**src/rtl/rv32_pkg.sv**
```systemverilog
// Shared RV32 definitions used by the fetch front end.
package rv32_pkg;
  localparam int XLEN = 32;
  localparam logic [XLEN-1:0] INSTR_NOP = 32'h0000_0013;

  typedef enum logic {
    IDLE  = 1'b0,
    FETCH = 1'b1
  } if_state_e;
endpackage

```
**src/rtl/if_fifo.sv**
```systemverilog
// In-order slot buffer: a slot is allocated with its address at request time and
// filled with the instruction word when the matching response returns.
module if_fifo
  import rv32_pkg::*;
#(
  parameter int DEPTH = 2,
  localparam int PW = $clog2(DEPTH),
  localparam int CW = $clog2(DEPTH + 1)
) (
  input  logic            clk,
  input  logic            reset,
  input  logic            flush,
  input  logic            push,
  input  logic [XLEN-1:0] push_addr,
  input  logic            fill,
  input  logic [XLEN-1:0] fill_data,
  input  logic            pop,
  output logic            head_valid,
  output logic [XLEN-1:0] head_addr,
  output logic [XLEN-1:0] head_data,
  output logic [CW-1:0]   count,
  output logic [CW-1:0]   pending
);
  logic [PW-1:0]    head_q, head_d, tail_q, tail_d, fill_q, fill_d;
  logic [CW-1:0]    count_q, count_d, pending_q, pending_d;
  logic [DEPTH-1:0] filled_q, filled_d;
  logic [XLEN-1:0]  addr_q [DEPTH];
  logic [XLEN-1:0]  addr_d [DEPTH];
  logic [XLEN-1:0]  data_q [DEPTH];
  logic [XLEN-1:0]  data_d [DEPTH];

  // fill_q always points at the oldest allocated-but-unfilled slot, so it never
  // collides with the tail slot being allocated in the same cycle.
  always_comb begin
    head_d    = head_q;
    tail_d    = tail_q;
    fill_d    = fill_q;
    count_d   = count_q;
    pending_d = pending_q;
    filled_d  = filled_q;
    addr_d    = addr_q;
    data_d    = data_q;
    if (flush) begin
      head_d    = '0;
      tail_d    = '0;
      fill_d    = '0;
      count_d   = '0;
      pending_d = '0;
      filled_d  = '0;
    end else begin
      if (push) begin
        addr_d[tail_q]   = push_addr;
        filled_d[tail_q] = 1'b0;
        tail_d           = tail_q + PW'(1);
      end
      if (fill) begin
        data_d[fill_q]   = fill_data;
        filled_d[fill_q] = 1'b1;
        fill_d           = fill_q + PW'(1);
      end
      if (pop) begin
        head_d = head_q + PW'(1);
      end
      count_d   = count_q + CW'(push) - CW'(pop);
      pending_d = pending_q + CW'(push) - CW'(fill);
    end
  end

  always_ff @(posedge clk) begin
    if (reset) begin
      head_q    <= '0;
      tail_q    <= '0;
      fill_q    <= '0;
      count_q   <= '0;
      pending_q <= '0;
      filled_q  <= '0;
    end else begin
      head_q    <= head_d;
      tail_q    <= tail_d;
      fill_q    <= fill_d;
      count_q   <= count_d;
      pending_q <= pending_d;
      filled_q  <= filled_d;
    end
  end

  always_ff @(posedge clk) begin
    addr_q <= addr_d;
    data_q <= data_d;
  end

  assign head_valid = (count_q != '0) && filled_q[head_q];
  assign head_addr  = addr_q[head_q];
  assign head_data  = data_q[head_q];
  assign count      = count_q;
  assign pending    = pending_q;
endmodule

```
**src/rtl/if_stage.sv**
```systemverilog
// Instruction fetch stage: issues in-order imem reads, buffers returned words and
// offers them downstream; redirects flush the buffer and drop in-flight responses.
module if_stage
  import rv32_pkg::*;
#(
  parameter logic [XLEN-1:0] RESET_PC = 32'h0000_0000,
  parameter int              DEPTH    = 2
) (
  input  logic            clk,
  input  logic            reset,
  input  logic            enable,
  input  logic            redirect_valid,
  input  logic [XLEN-1:0] redirect_pc,
  output logic            imem_req_valid,
  input  logic            imem_req_ready,
  output logic [XLEN-1:0] imem_req_addr,
  input  logic            imem_rsp_valid,
  input  logic [XLEN-1:0] imem_rsp_data,
  output logic            instr_valid,
  input  logic            instr_ready,
  output logic [XLEN-1:0] instr_data,
  output logic [XLEN-1:0] instr_pc
);
  localparam int CW = $clog2(DEPTH + 1);
  localparam logic [XLEN-1:0] WORD_MASK = ~XLEN'(3);

  if_state_e       state_q, state_d;
  logic [XLEN-1:0] pc_q, pc_d;
  logic [CW-1:0]   drop_q, drop_d;
  logic [CW-1:0]   fifo_count, fifo_pending, outstanding;
  logic [CW:0]     occupancy;
  logic            req_fire, rsp_live, rsp_fill, rsp_drop, pop;
  logic            head_valid;
  logic [XLEN-1:0] head_addr, head_data;

  // Dropped responses still hold a credit, so they count against DEPTH.
  assign outstanding    = fifo_pending + drop_q;
  assign occupancy      = {1'b0, fifo_count} + {1'b0, drop_q};
  assign imem_req_valid = (state_q == FETCH) && !redirect_valid && (occupancy < (CW + 1)'(DEPTH));
  assign imem_req_addr  = pc_q;
  assign req_fire       = imem_req_valid && imem_req_ready;
  assign rsp_live       = imem_rsp_valid && (outstanding != '0);
  assign rsp_drop       = rsp_live && (drop_q != '0);
  assign rsp_fill       = rsp_live && (drop_q == '0) && !redirect_valid;
  assign pop            = head_valid && instr_ready && !redirect_valid;

  always_comb begin
    state_d = state_q;
    pc_d    = pc_q;
    drop_d  = drop_q;
    case (state_q)
      IDLE:    if (enable) state_d = FETCH;
      FETCH:   if (!enable && !redirect_valid) state_d = IDLE;
      default: state_d = IDLE;
    endcase
    if (redirect_valid) begin
      pc_d   = redirect_pc & WORD_MASK;
      drop_d = outstanding - CW'(rsp_live);
    end else begin
      if (req_fire) pc_d = pc_q + XLEN'(4);
      if (rsp_drop) drop_d = drop_q - CW'(1);
    end
  end

  always_ff @(posedge clk) begin
    if (reset) begin
      state_q <= IDLE;
      pc_q    <= RESET_PC;
      drop_q  <= '0;
    end else begin
      state_q <= state_d;
      pc_q    <= pc_d;
      drop_q  <= drop_d;
    end
  end

  if_fifo #(.DEPTH(DEPTH)) u_fifo (
    .clk        (clk),
    .reset      (reset),
    .flush      (redirect_valid),
    .push       (req_fire),
    .push_addr  (pc_q),
    .fill       (rsp_fill),
    .fill_data  (imem_rsp_data),
    .pop        (pop),
    .head_valid (head_valid),
    .head_addr  (head_addr),
    .head_data  (head_data),
    .count      (fifo_count),
    .pending    (fifo_pending)
  );

  assign instr_valid = head_valid;
  assign instr_data  = head_valid ? head_data : '0;
  assign instr_pc    = head_valid ? head_addr : '0;

  a_no_orphan_rsp : assert property (@(posedge clk) disable iff (reset)
    imem_rsp_valid |-> (outstanding != '0));
endmodule

```
**config.mk**
```make
export PLATFORM = sky130hd
export DESIGN_NAME = if_stage
export DESIGN_NICKNAME = d
export VERILOG_FILES = /design/src/rtl/rv32_pkg.sv /design/src/rtl/if_fifo.sv /design/src/rtl/if_stage.sv
export SDC_FILE = /design/constraint.sdc
export NUM_CORES = 1
export LEC_CHECK = 0
export ABC_CLOCK_PERIOD_IN_PS = 3200
export CAP_MARGIN = 10
export CORE_AREA = 2 2 136 125
export DETAILED_ROUTE_END_ITERATION = 8
export DIE_AREA = 0 0 138 127
export PLACE_DENSITY = 0.73
export SLEW_MARGIN = 30
export SYNTH_ARGS = -nofsm -noshare
export SYNTH_HDL_FRONTEND = slang
export SYNTH_SLANG_ARGS = --single-unit
```
**constraint.sdc**
```tcl
create_clock -name clk -period 3.2 [get_ports clk]
set_input_delay 0.64 -clock clk [delete_from_list [all_inputs] [get_ports clk]]
set_output_delay 0.64 -clock clk [all_outputs]
set_load 0.1 [all_outputs]
```
# ---- Yosys cells after proc, flatten, opt, wreduce, memory -nomap -nowiden
# Cells that the tools add are included.
dict set report word_totals {
  latchBits 0
  romBits 0
  output_inout_bits 98
  mem_bits_rw 0
  n_memories 0
  regBits 172
}
dict set report classes {
  n_div 0
  n_mul 0
  eq_ne 0
  add_sub_neg 12
  n_bitwise 8
  order_cmp 11
  n_reduce_logical 26
  muxes 30
  n_shift 0
}
# op count
set op_table {}
lappend op_table {{32-bit two-way mux} 12}
lappend op_table {{64-bit bitwise mux} 2}
lappend op_table {{32-bit demux with 1-bit select} 2}
lappend op_table {{32-bit by 3-bit adder with 32-bit output, second input constant} 1}
lappend op_table {{1-bit logical AND} 15}
lappend op_table {{2-bit two-way mux} 5}
lappend op_table {{2-bit nonzero test} 5}
lappend op_table {{2-bit greater-or-equal comparator, second input constant} 3}
lappend op_table {{1-bit by 2-bit < comparator with 1-bit output, second input constant} 3}
lappend op_table {{1-bit two-way mux} 6}
lappend op_table {{1-bit NOT with 2-bit output} 3}
lappend op_table {{2-bit by 1-bit subtractor with 2-bit output} 3}
lappend op_table {{2-bit by 1-bit adder with 2-bit output} 2}
lappend op_table {{2-bit by 1-bit < comparator with 1-bit output, second input constant} 2}
lappend op_table {{2-bit AND reduction} 2}
lappend op_table {{1-bit adder, second input constant} 3}
lappend op_table {{2-bit by 2-bit adder with 3-bit output} 1}
lappend op_table {{3-bit by 2-bit < comparator with 1-bit output, second input constant} 1}
lappend op_table {{2-bit adder} 1}
lappend op_table {{2-bit bitwise AND} 1}
lappend op_table {{1-bit demux with 1-bit select} 2}
lappend op_table {{1-bit greater-or-equal comparator, second input constant} 2}
lappend op_table {{1-bit zero test} 2}
lappend op_table {{2-bit zero test} 1}
lappend op_table {{6 further kinds} 7}

# ---- Longest topological paths before layout
# Gate-level depths: netlist of the first run.
dict set report depth {
  ltp_word 10
  depth_mapped 11
  ltp_nobuf 10
}

# ---- Modules after synthesis
# Synthesis of the first run repeated with hierarchy kept, for this count alone.
dict set report hier_totals {
  cells_unflattened 586
  hier_area_um2 7641.1
}
# module cells_each instances seq_area_each_um2 area_each_um2
set by_module_without_submodules {}
lappend by_module_without_submodules {if_fifo 248 1 4023.9 5062.4}
lappend by_module_without_submodules {if_stage 338 1 660.6 2578.7}

# ---- Worst setup path after synthesis of the first run
# OpenSTA, ideal clock, no wires.
dict set report synth_timing {
  kind {flip-flop to flip-flop}
  start {reg drop_q[0]}
  end {reg u_fifo.addr_q[34] (netlist bit), enable pin}
  setup_slack_ps -1177
  stages_incl_launch_ff 8
  arrival_time_ps 3960
  required_time_ps 2783
  setup_ps 417
  path_buffers 1
  synth_period_minus_slack_ps 4377
  cell_sequence {dfxtp_1 inv_1 nor2_1 fa_1 nor4b_4 nand2_2 clkbuf_1 nor2_1}
}
dict set report synth_between {
  elab_chain_cells 5
}
# item line_no
set synth_rtl {}
lappend synth_rtl {{start: declaration} if_stage.sv:29} ;# logic [CW-1:0] drop_q, drop_d;
lappend synth_rtl {{start signal: assignment} if_stage.sv:73} ;# drop_q <= drop_d;
lappend synth_rtl {{2-bit by 2-bit adder with 3-bit output} if_stage.sv:38} ;# assign occupancy = {1'b0, fifo_count} + {1'b0, drop_q};
lappend synth_rtl {{3-bit by 2-bit < comparator with 1-bit output} if_stage.sv:39} ;# assign imem_req_valid = (state_q == FETCH) && !redirect_valid && (occupancy < (CW + 1)'(DEPTH));
lappend synth_rtl {{1-bit logical AND} if_stage.sv:39}
lappend synth_rtl {{named net imem_req_valid} if_stage.sv:14} ;# output logic imem_req_valid,
lappend synth_rtl {{1-bit logical AND} if_stage.sv:41} ;# assign req_fire = imem_req_valid && imem_req_ready;
lappend synth_rtl {{2-bit AND reduction (no line)} n/a}
lappend synth_rtl {{end signal: assignment} if_fifo.sv:88} ;# addr_q <= addr_d;
lappend synth_rtl {{end: declaration} if_fifo.sv:27} ;# logic [XLEN-1:0] addr_q [DEPTH];
# The timed path passes the listed nets, and every way through them passes these cells.
# A chain may end at the register's enable or synchronous reset.

# ---- Worst setup path after layout of the first run
dict set report layout_timing {
  start {reg u_fifo.count_q[0] (netlist: u_fifo.count[0])}
  end {out imem_req_valid}
}
dict set report layout_between {
  elab_chain_cells 3
}
# item line_no
set layout_rtl {}
lappend layout_rtl {{start: declaration} if_fifo.sv:25} ;# logic [CW-1:0] count_q, count_d, pending_q, pending_d;
lappend layout_rtl {{start signal: assignment} if_fifo.sv:81} ;# count_q <= count_d;
lappend layout_rtl {{2-bit by 2-bit adder with 3-bit output} if_stage.sv:38}
lappend layout_rtl {{3-bit by 2-bit < comparator with 1-bit output} if_stage.sv:39}
lappend layout_rtl {{1-bit logical AND} if_stage.sv:39}
lappend layout_rtl {{end: declaration} if_stage.sv:14}
# No other way between the ends.

==> flow_metrics.env, run 1 <==
export IMPL_status="complete, no violations"
export IMPL_area_growth_syn_to_layout_pct=39.2
export IMPL_cts_setup_buffers=0
export IMPL_finalClockSkew_ns=0.00835
export IMPL_cpPeakStageDelay_ns=0.44
export IMPL_clk_insertion_delay_late_ns=0.42
export IMPL_final_hold_viol_count=0
export IMPL_start_util_pct=44.7
export IMPL_first_iter_violations=562
export IMPL_pin_count=169
export IMPL_cp_start_kind="flip-flop"
export IMPL_ir_drop_mv=0.365
export IMPL_synthTopCellsByArea="edfxtp_1, dfxtp_1, mux2i_1, nor2_1, a21oi_1"
export IMPL_wl_per_cell_um=18.0
export IMPL_synth_warnings=0
export IMPL_instances_no_fill=957
export IMPL_multi_input_area_sq_um=2370
export IMPL_reg2reg_setup_slack_ns=0.55
export IMPL_p_comb_share_pct=11.0
export IMPL_critPathKind="reg2out"
export IMPL_cts_tree="done"
export IMPL_yosys_most_used_dff="edfxtp_1"
export IMPL_synthesis_area_sq_um=7140
export IMPL_crit_slowest_cell="fa_1"
export IMPL_slew_violations=0
export IMPL_fp_dieH_um=127
export IMPL_power_switching_mw=1.28
export IMPL_core_area_sq_um=16000
export IMPL_seq_power_share_pct=50.4
export IMPL_rsz0062_at_grt="false"
export IMPL_nets=816
export IMPL_synth_top_area_share_pct=52.2
export IMPL_fp_dieW_um=138
export IMPL_r2r_start="u_fifo.count[0]"
export IMPL_ctsHtreeMaxLevel=4
export IMPL_powerDensity_nw_per_um2=489
export IMPL_vias=5224
export IMPL_worst_pin_slew_ns=0.739
export IMPL_grt_pass1_vias=5162
export IMPL_async_flop_share_pct=0
export IMPL_hold_path_class="reg2reg"
export IMPL_placed_cells=925
export IMPL_yosysSeqAreaShare_pct=63.9
export IMPL_critPathArrivalTime_ns=2.16
export IMPL_hold_start="u_fifo.fill_q"
export IMPL_dieArea_sq_um=17500
export IMPL_holdPathStages=2
export IMPL_rows=44
export IMPL_synth_seq_cells=166
export IMPL_antenna_left=0
export IMPL_critical_path_cell_chain="inv_2 -> nor2_2 -> fa_1 -> nor4b_4 -> buf_4 -> buf_12"
export IMPL_root_buffer="clkbuf_16"
export IMPL_port_buffers=162
export IMPL_cts_hold_buf=0
export IMPL_slew_headroom_pct=50.7
export IMPL_dp_hpwl_mm=11.5
export IMPL_track_usage_pct=20.0
export IMPL_finalSetupViolCount=0
export IMPL_p_sw_share_pct=26.3
export IMPL_grt_max_degree=66
export IMPL_cap_violations=0
export IMPL_syn_mean_instance_area_sq_um=12.4
export IMPL_intPower_mw=3.58
export IMPL_fin_util_pct=62.3
export IMPL_gr_total_overflow=0
export IMPL_antenna_found_initial=0
export IMPL_p_leak_nw=3.49
export IMPL_critPathRequiredTime_ns=2.56
export IMPL_drtPass1Iterations=5
export IMPL_cts_made_buffers=17
export IMPL_crit_fanout=4
export IMPL_p_total_mw=4.86
export IMPL_post_route_period_util_pct=87.6
export IMPL_fin_area_sq_um=9940
export IMPL_drc=0
export IMPL_reg2reg_depth=8
export IMPL_synth_edf_count=124
export IMPL_routabilityCongestion=0.855
export IMPL_n_antenna_cell=0
export IMPL_yosysTopAreaCell="edfxtp_1"
export IMPL_post_cts_resized=0
export IMPL_period_needed_ns=2.80
export IMPL_max_freq_mhz=357
export IMPL_drt_wl_total_mm=17.2
export IMPL_fillers=1192
export IMPL_grt_first_pass_wirelength_mm=27.5
export IMPL_via_per_inst=5.46
export IMPL_drive_gt1_share_pct=21.3
export IMPL_cts_clk_slew_worst_paths_ns=0.06
export IMPL_reg2reg_to="u_fifo.addr_q[59]"
export IMPL_clk_path_buf_depth=2
export IMPL_numClockSinks=166
export IMPL_sequential_cell_area_sq_um=4570
export IMPL_netlist_instances=576
export IMPL_synthDistinctLibCells=54
export IMPL_detailed_place_area_sq_um=9400
export IMPL_hold_path_end="u_fifo.fill_q"
export IMPL_cp_end_kind="primary output"
export IMPL_power_share_clock_pct=38.6
-- metrics by stage --
stage	setup WS (ns)	hold WS, ns	setup TNS [ns]
3_3_place_gp	0.190	0.447	0
5_1_grt	0.284	0.495	0
2_1_floorplan	-0.309	0.436	-18.78
4_1_cts	0.368	0.459	0
3_5_place_dp	0.332	0.450	0
6_report	0.396	0.461	0
-- area by class of cell --
class                   instances  share of cell area [%]
clock buffers                  17                    4.28
flip-flops and latches        166                    46.0
well taps                     207                    2.61
inverters                      19                   0.768
clock inverters                15                    1.20
multi-input cells             357                    23.9
repair buffers                176                    21.3
-- cell usage after synthesis (all sizes together), types with 3 or more instances --
library cell  count
a21oi            26
a22oi             3
a31oi            15
a32oi             4
and2              6
and3              6
and4              4
buf              12
clkbuf           25
dfxtp            42
edfxtp          124
ha                7
inv              18
mux2              3
mux2i            64
nand2            22
nand2b            3
nand3            13
nand4            14
nor2             93
nor3              3
o21ai            17
o221ai            3
o22ai             5
or3               4
xnor2             7
xor2              7
-- critical path, delay by kind of cell, from the launching register on --
kind          cells  cell delay (ns)
buf+inv           3             0.43
simple gates      2             0.46
flops             1             0.40
fa+ha+maj         1             0.44
-- power groups by stage --
stage	Sequential [mW]	Clock [mW]	Combinational, mW
2_1_floorplan	2.63	0	0.192
3_3_place_gp	2.48	0	0.516
3_5_place_dp	2.49	0	0.531
4_1_cts	2.44	1.91	0.534
5_1_grt	2.46	2.01	0.563
6_report	2.45	1.88	0.533
-- registers in the layout, indices dropped and copies added (netlist names) --
| register | cells |
|---|---|
| u_fifo.fill_q | 1 |
| u_fifo.count | 2 |
| u_fifo.addr_q | 60 |
| u_fifo.head_q | 1 |
| imem_req_addr | 30 |
| u_fifo.filled_q | 2 |
| u_fifo.pending | 2 |
| u_fifo.tail_q | 1 |
| drop_q | 2 |
| u_fifo.data_q | 64 |
| state_q | 1 |
-- worst max-delay path by stage --
stage,from,endpoint,slack [ns]
3_3_place_gp,redirect_valid,imem_req_addr[28],0.19
6_report,u_fifo.count[0],imem_req_valid,0.40
5_1_grt,u_fifo.count[0],imem_req_valid,0.28
2_1_floorplan,drop_q[0],u_fifo.addr_q[34],-0.31
3_5_place_dp,redirect_valid,u_fifo.addr_q[61],0.33
4_1_cts,u_fifo.count[0],imem_req_valid,0.37
-- metal layers --
layer | vias to the layer above | routed length, um | global-route usage, %
met4 | 0 | 301 | 7.62
met5 | - | 0 | 0
met2 | 201 | 8950 | 34.5
met1 | 2556 | 7050 | 25.3
li1 | 2441 | - | -
met3 | 26 | 910 | 3.71
-- cells in the final DEF (no fill, tap or decap), types with 4 or more instances in the layout --
master,instances
clkdlybuf4s50_1,68
inv_1,15
inv_6,7
nand2_1,21
ha_1,7
buf_4,58
and4_1,4
and3_1,6
o21ai_0,17
edfxtp_1,124
clkbuf_16,17
a21oi_1,25
and2_1,6
mux2i_1,64
conb_1,4
or3_1,4
dfxtp_1,40
a31oi_1,15
nand4_1,13
o22ai_1,5
xnor2_1,7
a32oi_1,4
buf_12,50
nor2_1,90
nand3_1,13
xor2_1,7
-- cell families (layout without fill, tap and decap cells) --
| family | after synthesis | count (layout) | synth area share, % |
|---|---|---|---|
| flops | 166 | 166 | 63.9 |
| buf+inv | 56 | 227 | 3.50 |
| other cells | 1 | 4 | 0.0525 |
| simple gates | 177 | 177 | 12.0 |
| fa+ha+maj | 8 | 8 | 1.51 |
| mux | 67 | 67 | 9.45 |
| xor+xnor | 15 | 15 | 2.05 |
| compound gates | 86 | 86 | 7.47 |
Note: power is estimated with default switching activity, not from simulation.
==> inputs of run 2 (changes only) <==
ABC_CLOCK_PERIOD_IN_PS = 2400   (was 3200)
clock period = 2.4 ns   (was 3.2 ns; I/O delays follow)
==> flow_metrics.env, run 2 (synthesized netlist as in run 1, its figures left out) <==
export IMPL_dp_hpwl_mm=12.1
export IMPL_intPower_mw=4.91
export IMPL_start_util_pct=44.7
export IMPL_p_leak_nw=3.75
export IMPL_cts_made_buffers=17
export IMPL_critical_path_cell_chain="inv_2 -> nor2_4 -> fa_2 -> nor4b_4 -> buf_4 -> buf_12"
export IMPL_drtPass1Iterations=5
export IMPL_via_per_inst=5.34
export IMPL_cts_hold_buf=0
export IMPL_powerDensity_nw_per_um2=603
export IMPL_slew_headroom_pct=39.1
export IMPL_finalClockSkew_ns=0.00789
export IMPL_period_needed_ns=2.46
export IMPL_wl_per_cell_um=17.8
export IMPL_critPathArrivalTime_ns=1.98
export IMPL_first_iter_violations=300
export IMPL_power_switching_mw=1.73
export IMPL_fin_area_sq_um=11000
export IMPL_root_buffer="clkbuf_16"
export IMPL_final_hold_viol_count=0
export IMPL_instances_no_fill=984
export IMPL_detailed_place_area_sq_um=10300
export IMPL_rsz0062_at_grt="true"
export IMPL_rows=44
export IMPL_antenna_found_initial=0
export IMPL_critPathKind="reg2out"
export IMPL_p_comb_share_pct=11.5
export IMPL_cpPeakStageDelay_ns=0.44
export IMPL_p_sw_share_pct=26.1
export IMPL_largest_reg_flops=64
export IMPL_grt_first_pass_wirelength_mm=28.4
export IMPL_slew_violations=0
export IMPL_cts_tree="done"
export IMPL_post_route_period_util_pct=102
export IMPL_fp_dieW_um=138
export IMPL_ir_drop_mv=0.631
export IMPL_cts_clk_slew_worst_paths_ns=0.06
export IMPL_max_freq_mhz=407
export IMPL_final_cell_mix="edfxtp_1, buf_12, clkdlybuf4s50_1"
export IMPL_dieArea_sq_um=17500
export IMPL_grt_max_degree=33
export IMPL_placed_cells=943
export IMPL_clk_path_buf_depth=2
export IMPL_fp_dieH_um=127
export IMPL_power_share_clock_pct=39.5
export IMPL_routabilityCongestion=0.885
export IMPL_core_area_sq_um=16000
export IMPL_cp_start_kind="flip-flop"
export IMPL_nets=843
export IMPL_vias=5258
export IMPL_finalSetupViolCount=3
export IMPL_n_antenna_cell=0
export IMPL_drc=0
export IMPL_mostFrequentLayoutCell="edfxtp_1"
export IMPL_hold_path_class="reg2reg"
export IMPL_crit_slowest_cell="fa_2"
export IMPL_area_growth_syn_to_layout_pct=54.2
export IMPL_status="complete, but fails checks"
export IMPL_cp_end_kind="primary output"
export IMPL_drt_wl_total_mm=17.5
export IMPL_clk_insertion_delay_late_ns=0.42
export IMPL_setup_slack_ns=-0.0556
export IMPL_top_register="u_fifo.data_q"
export IMPL_critPathRequiredTime_ns=1.92
export IMPL_drive_gt1_share_pct=32.6
export IMPL_seq_power_share_pct=49.0
export IMPL_gr_total_overflow=0
export IMPL_ctsHtreeMaxLevel=4
export IMPL_numClockSinks=166
export IMPL_crit_fanout=3
export IMPL_violations="setup timing"
export IMPL_pin_count=169
export IMPL_cap_violations=0
export IMPL_antenna_left=0
export IMPL_grt_pass1_vias=5369
export IMPL_track_usage_pct=20.4
export IMPL_worst_pin_slew_ns=0.913
export IMPL_port_buffers=162
==> run 2: cell count changes in the layout (fill, tap and decap cells not counted), sizes merged <==
cell and delta:
clkbuf +1, buf +26, bufinv +1, bufbuf +1, clkinv -2
==> run 2: critical path, delay by kind of cell (launching register included) <==
family                   cells  cell delay, ns
adder cells (fa/ha/maj)      1            0.44
buffers and inverters        3            0.42
flip-flops                   1            0.36
AND/OR/NAND/NOR              2            0.35
==> run 2: layout make-up <==
type / count / area (sq um)
clock buffer: 18 / 429
clock inverter: 14 / 141
fill: 1112 / 4950
inverter: 19 / 80.1
multi-input combinational: 357 / 2840
sequential: 166 / 4570
tap: 207 / 259
timing repair buffer: 203 / 2690
==> run 2: power by group through the flow <==
stage / Sequential (mW) / Clock, mW / Combinational, mW
5_1_grt: 3.27 / 2.79 / 0.811
2_1_floorplan: 3.51 / 0 / 0.279
6_report: 3.26 / 2.62 / 0.765
3_5_place_dp: 3.32 / 0 / 0.758
3_3_place_gp: 3.31 / 0 / 0.740
4_1_cts: 3.25 / 2.67 / 0.763
==> run 2: timing repair <==
item / 4_1_cts / 5_1_grt
pin swaps: 2 / 1
gates resized for setup: 1 / 9
setup endpoints to repair: 49 / 72
buffers inserted: 7 / 1
gates cloned: 1 / 0
==> run 2: worst paths after layout <==
kind         slack, ns     startpoint          endpoint  cells past startpoint
max              -0.06      drop_q[0]    imem_req_valid                      6
min               0.47  u_fifo.fill_q     u_fifo.fill_q                      2
max reg2reg      -0.02      drop_q[0]  imem_req_addr[8]                      8
min reg2reg       0.47  u_fifo.fill_q     u_fifo.fill_q                      2
==> run 2: per-stage QoR <==
stage	hold WS, ns	utilization (%)	total power [mW]	setup WS [ns]	TNS, ns
after floorplan	0.436	-	3.79	-1.11	-92.89
after global placement	0.443	64.5	4.05	0.0194	0
after detailed placement	0.455	64.5	4.08	-0.0584	-0.150
after CTS	0.465	68.7	6.69	-0.109	-0.306
after global routing	0.508	69.0	6.86	-0.141	-0.754
final	0.466	69.0	6.64	-0.0556	-0.0803
==> run 2: routing by layer <==
layer  global-route usage, %  up-vias  share of wire [%]
met5                       0        -                  0
met4                    6.96        0                1.5
li1                        -     2501                  -
met2                    34.3      175                 51
met3                    4.24       26                4.9
met1                    26.7     2556                 42
